## config.mk

```make
export PLATFORM = sky130hd
export DESIGN_NAME = multicycle_ctrl_flat
export DESIGN_NICKNAME = d
export VERILOG_FILES = /design/src/rtl/multicycle_ctrl_if.sv /design/src/rtl/multicycle_ctrl.sv /design/src/flat_wrapper.sv
export SDC_FILE = /design/constraint.sdc
export NUM_CORES = 1
export LEC_CHECK = 0
export CAP_MARGIN = 30
export CORE_ASPECT_RATIO = 1.2
export CORE_MARGIN = 2
export CORE_UTILIZATION = 45
export CTS_CLUSTER_DIAMETER = 200
export CTS_CLUSTER_SIZE = 8
export DETAILED_ROUTE_END_ITERATION = 16
export PLACE_DENSITY_LB_ADDON = 0.12
export SLEW_MARGIN = 10
export SYNTH_ARGS = -nofsm -noshare
export SYNTH_HDL_FRONTEND = slang
export SYNTH_SLANG_ARGS = --single-unit
```

## constraint.sdc

```tcl
create_clock -name clk -period 8.2 [get_ports clk]
set_input_delay 0.82 -clock clk [delete_from_list [all_inputs] [get_ports clk]]
set_output_delay 0.82 -clock clk [all_outputs]
set_load 0.02 [all_outputs]
```

## src/rtl/multicycle_ctrl_if.sv

```systemverilog
// -----------------------------------------------------------------------------
// multicycle_ctrl_if
//
// Purpose:
//   Bundles every signal between the multi-cycle sequencer and its
//   surroundings: the instruction memory, the data memory, the decoder
//   strobes, the ALU/register-file datapath and the status outputs.
//   Clock and reset are not part of the bundle.
//
// Modports:
//   master - the sequencer (multicycle_ctrl): drives requests, inst, pc,
//            rf_we, wb_sel, retire, trap; samples acks, decoder strobes,
//            immediate, rs1 data and ALU flags.
//   slave  - the environment (memories + datapath), mirror image.
//
// Signal summary (XLEN = datapath width):
//   imem_req/imem_addr/imem_ack/imem_rdata   instruction fetch handshake
//   inst                                     instruction register to decoder
//   inst_legal, s_jump, s_jalr, s_branch,
//   s_branch_zero, s_load, s_store           decoder strobes
//   imm, rs1_data, alu_result, alu_zero      datapath operands and results
//   dmem_req/dmem_we/dmem_ack                data access handshake
//   rf_we, wb_sel                            register-file write control
//   pc, retire, trap                         status
// -----------------------------------------------------------------------------
interface multicycle_ctrl_if #(
   parameter int XLEN = 32
);
   // instruction memory
   logic            imem_req;
   logic [XLEN-1:0] imem_addr;
   logic            imem_ack;
   logic [XLEN-1:0] imem_rdata;

   // decoder
   logic [XLEN-1:0] inst;
   logic            inst_legal;
   logic            s_jump;
   logic            s_jalr;
   logic            s_branch;
   logic            s_branch_zero;
   logic            s_load;
   logic            s_store;

   // datapath
   logic [XLEN-1:0] imm;
   logic [XLEN-1:0] rs1_data;
   logic [XLEN-1:0] alu_result;
   logic            alu_zero;

   // data memory
   logic            dmem_req;
   logic            dmem_we;
   logic            dmem_ack;

   // register-file write control and status
   logic            rf_we;
   logic [1:0]      wb_sel;
   logic [XLEN-1:0] pc;
   logic            retire;
   logic            trap;

   modport master (
      output imem_req, imem_addr, inst, dmem_req, dmem_we,
             rf_we, wb_sel, pc, retire, trap,
      input  imem_ack, imem_rdata, inst_legal,
             s_jump, s_jalr, s_branch, s_branch_zero, s_load, s_store,
             imm, rs1_data, alu_result, alu_zero, dmem_ack
   );

   modport slave (
      input  imem_req, imem_addr, inst, dmem_req, dmem_we,
             rf_we, wb_sel, pc, retire, trap,
      output imem_ack, imem_rdata, inst_legal,
             s_jump, s_jalr, s_branch, s_branch_zero, s_load, s_store,
             imm, rs1_data, alu_result, alu_zero, dmem_ack
   );
endinterface

```

## src/rtl/multicycle_ctrl.sv

```systemverilog
// -----------------------------------------------------------------------------
// multicycle_ctrl
//
// Purpose:
//   Multi-cycle sequencer for the RV32I core. Owns the program counter and
//   the instruction register and walks each instruction through
//   FETCH -> DECODE -> EXEC -> (MEM) -> WB. Resolves jumps and branches from
//   the decoder strobes and the ALU zero flag, drives both memory handshakes
//   and the register-file write strobe, and latches a sticky trap on an
//   illegal instruction or a misaligned control-flow target.
//
// Parameters:
//   XLEN      datapath width
//   RESET_PC  pc loaded by reset
//
// Ports:
//   clk   rising-edge clock
//   rst   synchronous, active-high reset
//   bus   multicycle_ctrl_if.master (see interface file for signal list)
//
// All outputs are decoded from registered state; imem_req additionally
// gated by !rst. No output depends combinationally on an ack.
// -----------------------------------------------------------------------------
module multicycle_ctrl #(
   parameter int              XLEN     = 32,
   parameter logic [XLEN-1:0] RESET_PC = '0
) (
   input  logic              clk,
   input  logic              rst,
   multicycle_ctrl_if.master bus
);

   typedef enum logic [2:0] {
      S_FETCH  = 3'd0,
      S_DECODE = 3'd1,
      S_EXEC   = 3'd2,
      S_MEM    = 3'd3,
      S_WB     = 3'd4,
      S_TRAP   = 3'd5
   } state_t;

   localparam logic [1:0] WB_ALU  = 2'd0;
   localparam logic [1:0] WB_LOAD = 2'd1;
   localparam logic [1:0] WB_LINK = 2'd2;

   // --------------------------------------------------------------------------
   // State and registered outputs
   // --------------------------------------------------------------------------
   state_t          state_q;
   logic [XLEN-1:0] pc_q;
   logic [XLEN-1:0] inst_q;
   logic [XLEN-1:0] npc_q;
   logic            trap_q;
   logic            rf_we_q;
   logic            retire_q;
   logic            dmem_req_q;
   logic            dmem_we_q;
   logic [1:0]      wb_sel_q;

   // --------------------------------------------------------------------------
   // Next-pc resolution (meaningful only while in EXEC)
   // --------------------------------------------------------------------------
   logic [XLEN-1:0] jalr_sum;
   logic [XLEN-1:0] pc_rel;
   logic [XLEN-1:0] pc_seq;
   logic [XLEN-1:0] npc_d;
   logic            br_taken;
   logic            redirect;
   logic            misalign;
   logic            rf_we_d;
   logic [1:0]      wb_sel_d;
   logic            mem_op;

   always_comb begin
      jalr_sum = bus.rs1_data + bus.imm;
      pc_rel   = pc_q + bus.imm;
      pc_seq   = pc_q + XLEN'(4);
      br_taken = bus.s_branch && (bus.alu_zero == bus.s_branch_zero);
      redirect = bus.s_jalr || bus.s_jump || br_taken;

      // jalr wins over a simultaneous s_jump, as the decoder raises both
      if (bus.s_jalr) begin
         npc_d = {jalr_sum[XLEN-1:1], 1'b0};
      end else if (bus.s_jump || br_taken) begin
         npc_d = pc_rel;
      end else begin
         npc_d = pc_seq;
      end

      // Bit 0 is already cleared for jalr; bit 1 set means a target that is
      // not word aligned. Fall-through pc+4 is never checked.
      misalign = redirect && npc_d[1];

      mem_op  = bus.s_load || bus.s_store;
      rf_we_d = !(bus.s_store || bus.s_branch);

      if (bus.s_jump) begin
         wb_sel_d = WB_LINK;
      end else if (bus.s_load) begin
         wb_sel_d = WB_LOAD;
      end else begin
         wb_sel_d = WB_ALU;
      end
   end

   // The ALU result itself is consumed by the register file; branch resolution
   // only needs the zero flag.
   logic unused_alu_result;
   assign unused_alu_result = ^bus.alu_result;

   // --------------------------------------------------------------------------
   // Sequencer
   // --------------------------------------------------------------------------
   always_ff @(posedge clk) begin
      if (rst) begin
         state_q    <= S_FETCH;
         pc_q       <= RESET_PC;
         inst_q     <= '0;
         npc_q      <= '0;
         trap_q     <= 1'b0;
         rf_we_q    <= 1'b0;
         retire_q   <= 1'b0;
         dmem_req_q <= 1'b0;
         dmem_we_q  <= 1'b0;
         wb_sel_q   <= WB_ALU;
      end else begin
         // one-cycle pulses, re-armed only on entry to WB
         rf_we_q  <= 1'b0;
         retire_q <= 1'b0;

         case (state_q)
            S_FETCH: begin
               if (bus.imem_ack) begin
                  inst_q  <= bus.imem_rdata;
                  state_q <= S_DECODE;
               end
            end

            S_DECODE: begin
               if (!bus.inst_legal) begin
                  trap_q  <= 1'b1;
                  state_q <= S_TRAP;
               end else begin
                  state_q <= S_EXEC;
               end
            end

            S_EXEC: begin
               npc_q <= npc_d;
               if (misalign) begin
                  trap_q  <= 1'b1;
                  state_q <= S_TRAP;
               end else if (mem_op) begin
                  dmem_req_q <= 1'b1;
                  dmem_we_q  <= bus.s_store;
                  state_q    <= S_MEM;
               end else begin
                  rf_we_q  <= rf_we_d;
                  retire_q <= 1'b1;
                  wb_sel_q <= wb_sel_d;
                  state_q  <= S_WB;
               end
            end

            S_MEM: begin
               if (bus.dmem_ack) begin
                  dmem_req_q <= 1'b0;
                  dmem_we_q  <= 1'b0;
                  rf_we_q    <= rf_we_d;
                  retire_q   <= 1'b1;
                  wb_sel_q   <= wb_sel_d;
                  state_q    <= S_WB;
               end
            end

            S_WB: begin
               pc_q    <= npc_q;
               state_q <= S_FETCH;
            end

            S_TRAP: begin
               // sticky: only rst leaves this state
               state_q <= S_TRAP;
            end

            default: begin
               trap_q  <= 1'b1;
               state_q <= S_TRAP;
            end
         endcase
      end
   end

   // --------------------------------------------------------------------------
   // Outputs
   // --------------------------------------------------------------------------
   assign bus.imem_req  = (state_q == S_FETCH) && !rst;
   assign bus.imem_addr = pc_q;
   assign bus.inst      = inst_q;
   assign bus.dmem_req  = dmem_req_q;
   assign bus.dmem_we   = dmem_we_q;
   assign bus.rf_we     = rf_we_q;
   assign bus.wb_sel    = wb_sel_q;
   assign bus.pc        = pc_q;
   assign bus.retire    = retire_q;
   assign bus.trap      = trap_q;

endmodule

```

## src/flat_wrapper.sv

```systemverilog
// flat-port wrapper written by rule: the top's interface ports become plain ports
module multicycle_ctrl_flat 
#(
   parameter int              XLEN     = 32,
   parameter logic [XLEN-1:0] RESET_PC = '0
)
  (clk, rst, bus_imem_req, bus_imem_addr, bus_inst, bus_dmem_req, bus_dmem_we, bus_rf_we, bus_wb_sel, bus_pc, bus_retire, bus_trap, bus_imem_ack, bus_imem_rdata, bus_inst_legal, bus_s_jump, bus_s_jalr, bus_s_branch, bus_s_branch_zero, bus_s_load, bus_s_store, bus_imm, bus_rs1_data, bus_alu_result, bus_alu_zero, bus_dmem_ack);
  multicycle_ctrl_if #(.XLEN(XLEN)) bus_i ();
  input  logic clk;
  input  logic rst;
  output wire logic [$bits(bus_i.imem_req)-1:0] bus_imem_req;
  output wire logic [$bits(bus_i.imem_addr)-1:0] bus_imem_addr;
  output wire logic [$bits(bus_i.inst)-1:0] bus_inst;
  output wire logic [$bits(bus_i.dmem_req)-1:0] bus_dmem_req;
  output wire logic [$bits(bus_i.dmem_we)-1:0] bus_dmem_we;
  output wire logic [$bits(bus_i.rf_we)-1:0] bus_rf_we;
  output wire logic [$bits(bus_i.wb_sel)-1:0] bus_wb_sel;
  output wire logic [$bits(bus_i.pc)-1:0] bus_pc;
  output wire logic [$bits(bus_i.retire)-1:0] bus_retire;
  output wire logic [$bits(bus_i.trap)-1:0] bus_trap;
  input wire logic [$bits(bus_i.imem_ack)-1:0] bus_imem_ack;
  input wire logic [$bits(bus_i.imem_rdata)-1:0] bus_imem_rdata;
  input wire logic [$bits(bus_i.inst_legal)-1:0] bus_inst_legal;
  input wire logic [$bits(bus_i.s_jump)-1:0] bus_s_jump;
  input wire logic [$bits(bus_i.s_jalr)-1:0] bus_s_jalr;
  input wire logic [$bits(bus_i.s_branch)-1:0] bus_s_branch;
  input wire logic [$bits(bus_i.s_branch_zero)-1:0] bus_s_branch_zero;
  input wire logic [$bits(bus_i.s_load)-1:0] bus_s_load;
  input wire logic [$bits(bus_i.s_store)-1:0] bus_s_store;
  input wire logic [$bits(bus_i.imm)-1:0] bus_imm;
  input wire logic [$bits(bus_i.rs1_data)-1:0] bus_rs1_data;
  input wire logic [$bits(bus_i.alu_result)-1:0] bus_alu_result;
  input wire logic [$bits(bus_i.alu_zero)-1:0] bus_alu_zero;
  input wire logic [$bits(bus_i.dmem_ack)-1:0] bus_dmem_ack;
  assign bus_imem_req = bus_i.imem_req;
  assign bus_imem_addr = bus_i.imem_addr;
  assign bus_inst = bus_i.inst;
  assign bus_dmem_req = bus_i.dmem_req;
  assign bus_dmem_we = bus_i.dmem_we;
  assign bus_rf_we = bus_i.rf_we;
  assign bus_wb_sel = bus_i.wb_sel;
  assign bus_pc = bus_i.pc;
  assign bus_retire = bus_i.retire;
  assign bus_trap = bus_i.trap;
  assign bus_i.imem_ack = bus_imem_ack;
  assign bus_i.imem_rdata = bus_imem_rdata;
  assign bus_i.inst_legal = bus_inst_legal;
  assign bus_i.s_jump = bus_s_jump;
  assign bus_i.s_jalr = bus_s_jalr;
  assign bus_i.s_branch = bus_s_branch;
  assign bus_i.s_branch_zero = bus_s_branch_zero;
  assign bus_i.s_load = bus_s_load;
  assign bus_i.s_store = bus_s_store;
  assign bus_i.imm = bus_imm;
  assign bus_i.rs1_data = bus_rs1_data;
  assign bus_i.alu_result = bus_alu_result;
  assign bus_i.alu_zero = bus_alu_zero;
  assign bus_i.dmem_ack = bus_dmem_ack;
  multicycle_ctrl #(.XLEN(XLEN), .RESET_PC(RESET_PC)) u_core (.clk(clk), .rst(rst), .bus(bus_i));
endmodule
```

# After elaboration in Yosys (flattened, before gate mapping)
# Cells that the tools add are included.
totals:
  reg_bits: 106
  inputBits: 140
  output_inout_bits: 104
classes:
  n_addsub: 3
  eq_ne: 13
  n_mux: 32
  bitwise_logic: 1
  n_reduce_logical: 18
op_table:
  columns: ["cell", "n"]
  rows:
  - ["$add A32 B32 Y32", 2]
  - ["$mux W32", 2]
  - ["$add A32 B3 Y32 const B", 1]
  - ["$mux W3", 5]
  - ["$pmux W3 S5", 1]
  - ["$mux W1", 14]
  - ["$ne A2 B2 Y1 const B", 5]
  - ["$mux W2", 4]
  - ["$pmux W1 S2", 4]
  - ["$reduce_and A4 Y1", 2]
  - ["$eq A3 B2 Y1 const B", 2]
  - ["$eq A3 B3 Y1 const B", 2]
  - ["$logic_or A1 B1 Y1", 5]
  - ["$ne A2 B1 Y1 const B", 2]
  - ["$pmux W2 S2", 1]
  - ["$reduce_and A2 Y1", 2]
  - ["$reduce_or A4 Y1", 1]
  - ["$eq A3 B1 Y1 const B", 1]
  - ["$logic_and A1 B1 Y1", 3]
  - ["$logic_not A3 Y1", 1]
  - ["$pmux W1 S3", 1]
  - ["$reduce_and A3 Y1", 1]
  - ["$logic_not A1 Y1", 2]
  - ["$reduce_bool A2 Y1", 1]
  - ["2 further kinds", 2]

# Longest topological paths before layout
logic_depth:
  depth_word: 8
  depth_mapped: 12

# Worst setup path before layout
# No wires, ideal clock.
synth_path:
  kind: "input to register"
  startpoint: "input bus_imm[14]"
  endpoint: "register u_core.npc_q[27]"
  setup_ns: 0.127
  t_arrival_ns: 2.884
  required_ns: 8.073
  setup_slack_ns: 5.189
  stages: 10
  cell_sequence: "ha_1 -> and2_1 -> a21o_1 -> a2111oi_4 -> o31ai_1 -> a21oi_2 -> nor2_1 -> or4_1 -> nand3_1 -> a21oi_1"
synth_between:
  elab_chain_len: 3
synth_rtl:
  columns: ["element", "line", "source"]
  rows:
  - ["from (decl)", "flat_wrapper.sv:30", "input wire logic [$bits(bus_i.imm)-1:0] bus_imm;"]
  - ["$add A32 B32 Y32", "multicycle_ctrl.sv:76", "pc_rel = pc_q + bus.imm;"]
  - ["$mux W32", "multicycle_ctrl.sv:84", "end else if (bus.s_jump || br_taken) begin"]
  - ["$mux W32 *", "multicycle_ctrl.sv:82", "if (bus.s_jalr) begin"]
  - ["to (signal assigned)", "multicycle_ctrl.sv:149", "npc_q <= npc_d;"]
  - ["to (decl)", "multicycle_ctrl.sv:52", "logic [XLEN-1:0] npc_q;"]
# Mark *: on every way between the ends. The rest lies on a longest branch, timed or not.
# A chain may end at the register's enable or synchronous reset.

# Final worst setup path
layout_path:
  startpoint: "input bus_imm[1]"
  endpoint: "register u_core.npc_q[28]"
# Same word-level chain as after synthesis.

==> out/results.txt <==
mean post-synth cell area: 7.40 µm²
vias in the first global route: 8231
H-tree depth: 3
n_diodes: 0
final setup margin: 4280 ps
combinational power share: 0.314
Slew headroom: 0.480
Synth cell types: 70
fill count: 1767
drt pass-1 iters: 5
Max Fclk: 0.255 GHz
startpoint types: primary input
maximum VDD drop: 0.000109 V
RSZ-0062 raised after global routing: false
CTS tree: yes
drt total wl: 25500 µm
worst hold-check path type: reg -> reg
net load switching power: 519 µW
RD Place Congestion: 0.904
clock sinks: 106
first-pass GRT wire length: 41100 µm
IO Pins: 244
Vias per Instance: 5.73
post-layout util: 0.587
Max clock buf depth: 2
HPWL Detailed: 18900 µm
warnings from Yosys: 0
Core Rows: 54
Num CTS Buffers: 9
TNS Setup: 0 ps
Root Driver: clkbuf_16
Starting Density: 0.459
Remaining DRCs: 0
syn nets: 1335
initial DRC count: 469
core area: 0.0182 mm²
fin crit period: 3920 ps
Area Growth Syn to Fin: 27.9%
Die Span Y: 153 µm
busiest grt layer: met2
final instance area: 0.0107 mm²
met2 Use GR: 0.446
Post-Syn Area: 0.00837 mm²
final setup violating endpoints: 0
antenna violations before repair: 0
Post-Synthesis Cells: 1131
Final Hold Violating Endpoints: 0
full die area: 0.0197 mm²
Yosys reg bits: 106
CP endpoint kind: flip-flop
WS Path Type: in -> reg
PwrDens: 139 mW/mm²
dpl ws: 3940 ps
Placed Area: 0.0104 mm²
postcts setup bufs: 0
Total GRT Usage: 0.257
DR vias: 8566
Crit path required time: 8440 ps
cts repair resizes: 0
Net Sw Frac: 0.348
leakage: 0.00419 µW
post-route clock period utilization: 0.478
layout cell share with drive strength beyond 1: 0.0401
sequential area share after synthesis: 0.254
multi-input logic area: 0.00571 mm²
clk_skew: 9.16 ps
largest net degree at the start of global routing: 59
critical path arrival: 4160 ps
status: finished, final reports clean
Async SR Flop Fraction: 0
Buffers on Ports: 211
Max Cap Viol: 0
crit path max fanout: 4
fin. max-slew vios: 0
antenna viol nets, final: 0
M1 GR Usage: 0.311
internal power: 970 µW
EDFF count, synth: 0
GRT overflow: 0
Routed WL per cell: 17.0 µm
Flop pwr share: 0.380
GRT met3 Usage: 0.0504
Worst-path clk slew: 80 ps
Worst Tran Pin Value: 780 ps
die outline width: 129 µm
hold-fix buffers at CTS: 0
Clk Latency, worst-skew pair: 370 ps
clock share of power: 0.306
Seq. cell area: 0.00212 mm²
Synth Flop Type: dfxtp_1
nets@finish: 1471
==> logic make-up after synthesis <==
group                    count (synthesis)  share of synthesized area
buffers and inverters                  110                     0.0644
AO/OA/AOI/OAI                          363                      0.274
multiplexers                             5                    0.00613
adder cells (fa/ha/maj)                 64                     0.0975
flip-flops                             106                      0.254
XOR/XNOR                                79                     0.0827
AND/OR/NAND/NOR                        404                      0.221
==> power by group through the flow <==
stage / sequential [µW] / clock (µW) / combinational (µW)
finish: 566 / 456 / 467
global route: 571 / 485 / 512
CTS: 566 / 469 / 468
detailed placement: 578 / 0 / 465
global placement: 576 / 0 / 451
floorplan: 592 / 0 / 271
==> routing by layer <==
metal  routed length, µm  part of all wire  vias up
li1                    -                 -     4287
met1               11000              0.43     3957
met2               12300              0.48      271
met3                1500             0.059       51
met4                 714             0.028        0
met5                   0                 0        -
==> registers in the layout, indices dropped and copies added (netlist names) <==
name / cells
u_core.bus.inst: 32
u_core.bus.imem_addr: 32
u_core.state_q: 3
u_core.bus.retire: 1
u_core.npc_q: 32
u_core.bus.wb_sel: 2
u_core.bus.dmem_we: 1
u_core.bus.rf_we: 1
u_core.bus.dmem_req: 1
u_core.bus.trap: 1
==> cell type report <==
| class | instances | share of cell area |
|---|---|---|
| tap | 224 | 0.0262 |
| clock inverter | 7 | 0.00830 |
| sequential | 106 | 0.198 |
| clock buffer | 9 | 0.0210 |
| multi-input combinational | 915 | 0.534 |
| timing repair buffer | 221 | 0.208 |
| inverter | 14 | 0.00491 |
==> critical path, cell delays in order <==
cell and delay [ps]:
clkdlybuf4s50_1 510, inv_1 100, fa_1 430, nand2b_1 180
a21oi_1 300, o211ai_1 180, o211ai_1 460, a221oi_1 280
o41a_1 510, xnor2_1 150, o21ai_0 160, a21oi_1 70
==> final timing paths <==
check | from | endpoint | slack (ps) | depth (start not counted)
setup / recovery | bus_imm[1] | u_core.npc_q[28] | 4280 | 12
hold / removal | u_core.npc_q[5] | u_core.bus.imem_addr[5] | 450 | 2
setup reg to reg | u_core.bus.imem_addr[0] | u_core.npc_q[26] | 4960 | 12
hold reg to reg | u_core.npc_q[5] | u_core.bus.imem_addr[5] | 450 | 2
==> cells in the mapped netlist, drive strengths merged (4+ instances only) <==
master / number / share of area
a31oi: 12 / 0.0097
o22ai: 5 / 0.0037
nand2: 190 / 0.085
a21oi: 164 / 0.099
nor3: 21 / 0.014
mux2i: 4 / 0.0048
nand4: 16 / 0.014
o21bai: 5 / 0.0045
a221oi: 6 / 0.0091
ha: 62 / 0.093
o31ai: 5 / 0.0045
xor2: 37 / 0.039
o21a: 7 / 0.0063
nor4: 5 / 0.0037
nor2b: 10 / 0.0075
and2: 7 / 0.0052
nand3: 30 / 0.019
o211ai: 8 / 0.0072
a2111oi: 5 / 0.0090
nand2b: 9 / 0.0067
clkbuf: 54 / 0.024
a211o: 5 / 0.0052
a21o: 37 / 0.033
inv: 14 / 0.0063
buf: 42 / 0.034
o21ai: 52 / 0.032
and4: 8 / 0.0087
xnor2: 42 / 0.044
and3: 12 / 0.0090
a211oi: 28 / 0.025
or3: 5 / 0.0037
dfxtp: 106 / 0.25
nor2: 82 / 0.037
==> stage by stage <==
step / power [µW] / hold WS [ps] / std cells
after floorplan: 863 / 429 / 1131
after global placement: 1030 / 437 / 1478
after detailed placement: 1040 / 443 / 1480
after CTS: 1500 / 452 / 1496
after global routing: 1570 / 464 / 1496
final: 1490 / 447 / 1496
==> cell usage in the layout, fill, tap and decap left out, types with 7 or more instances in the layout <==
cell type,Yosys,routed
a211oi_1,28,28
a21o_1,37,37
a21oi_1,162,161
a31oi_1,11,11
and2_1,7,7
and3_1,12,12
and4_1,7,7
buf_4,32,9
clkbuf_16,0,9
clkdlybuf4s50_1,0,210
dfxtp_1,106,106
ha_1,62,62
inv_1,14,14
nand2_1,190,190
nand2b_1,9,9
nand3_1,29,29
nand4_1,15,15
nor2_1,81,81
nor2b_1,10,10
nor3_1,19,19
o211ai_1,8,8
o21a_1,7,7
o21ai_0,45,45
xnor2_1,42,42
xor2_1,37,37
(Power assumes the default switching activity.)
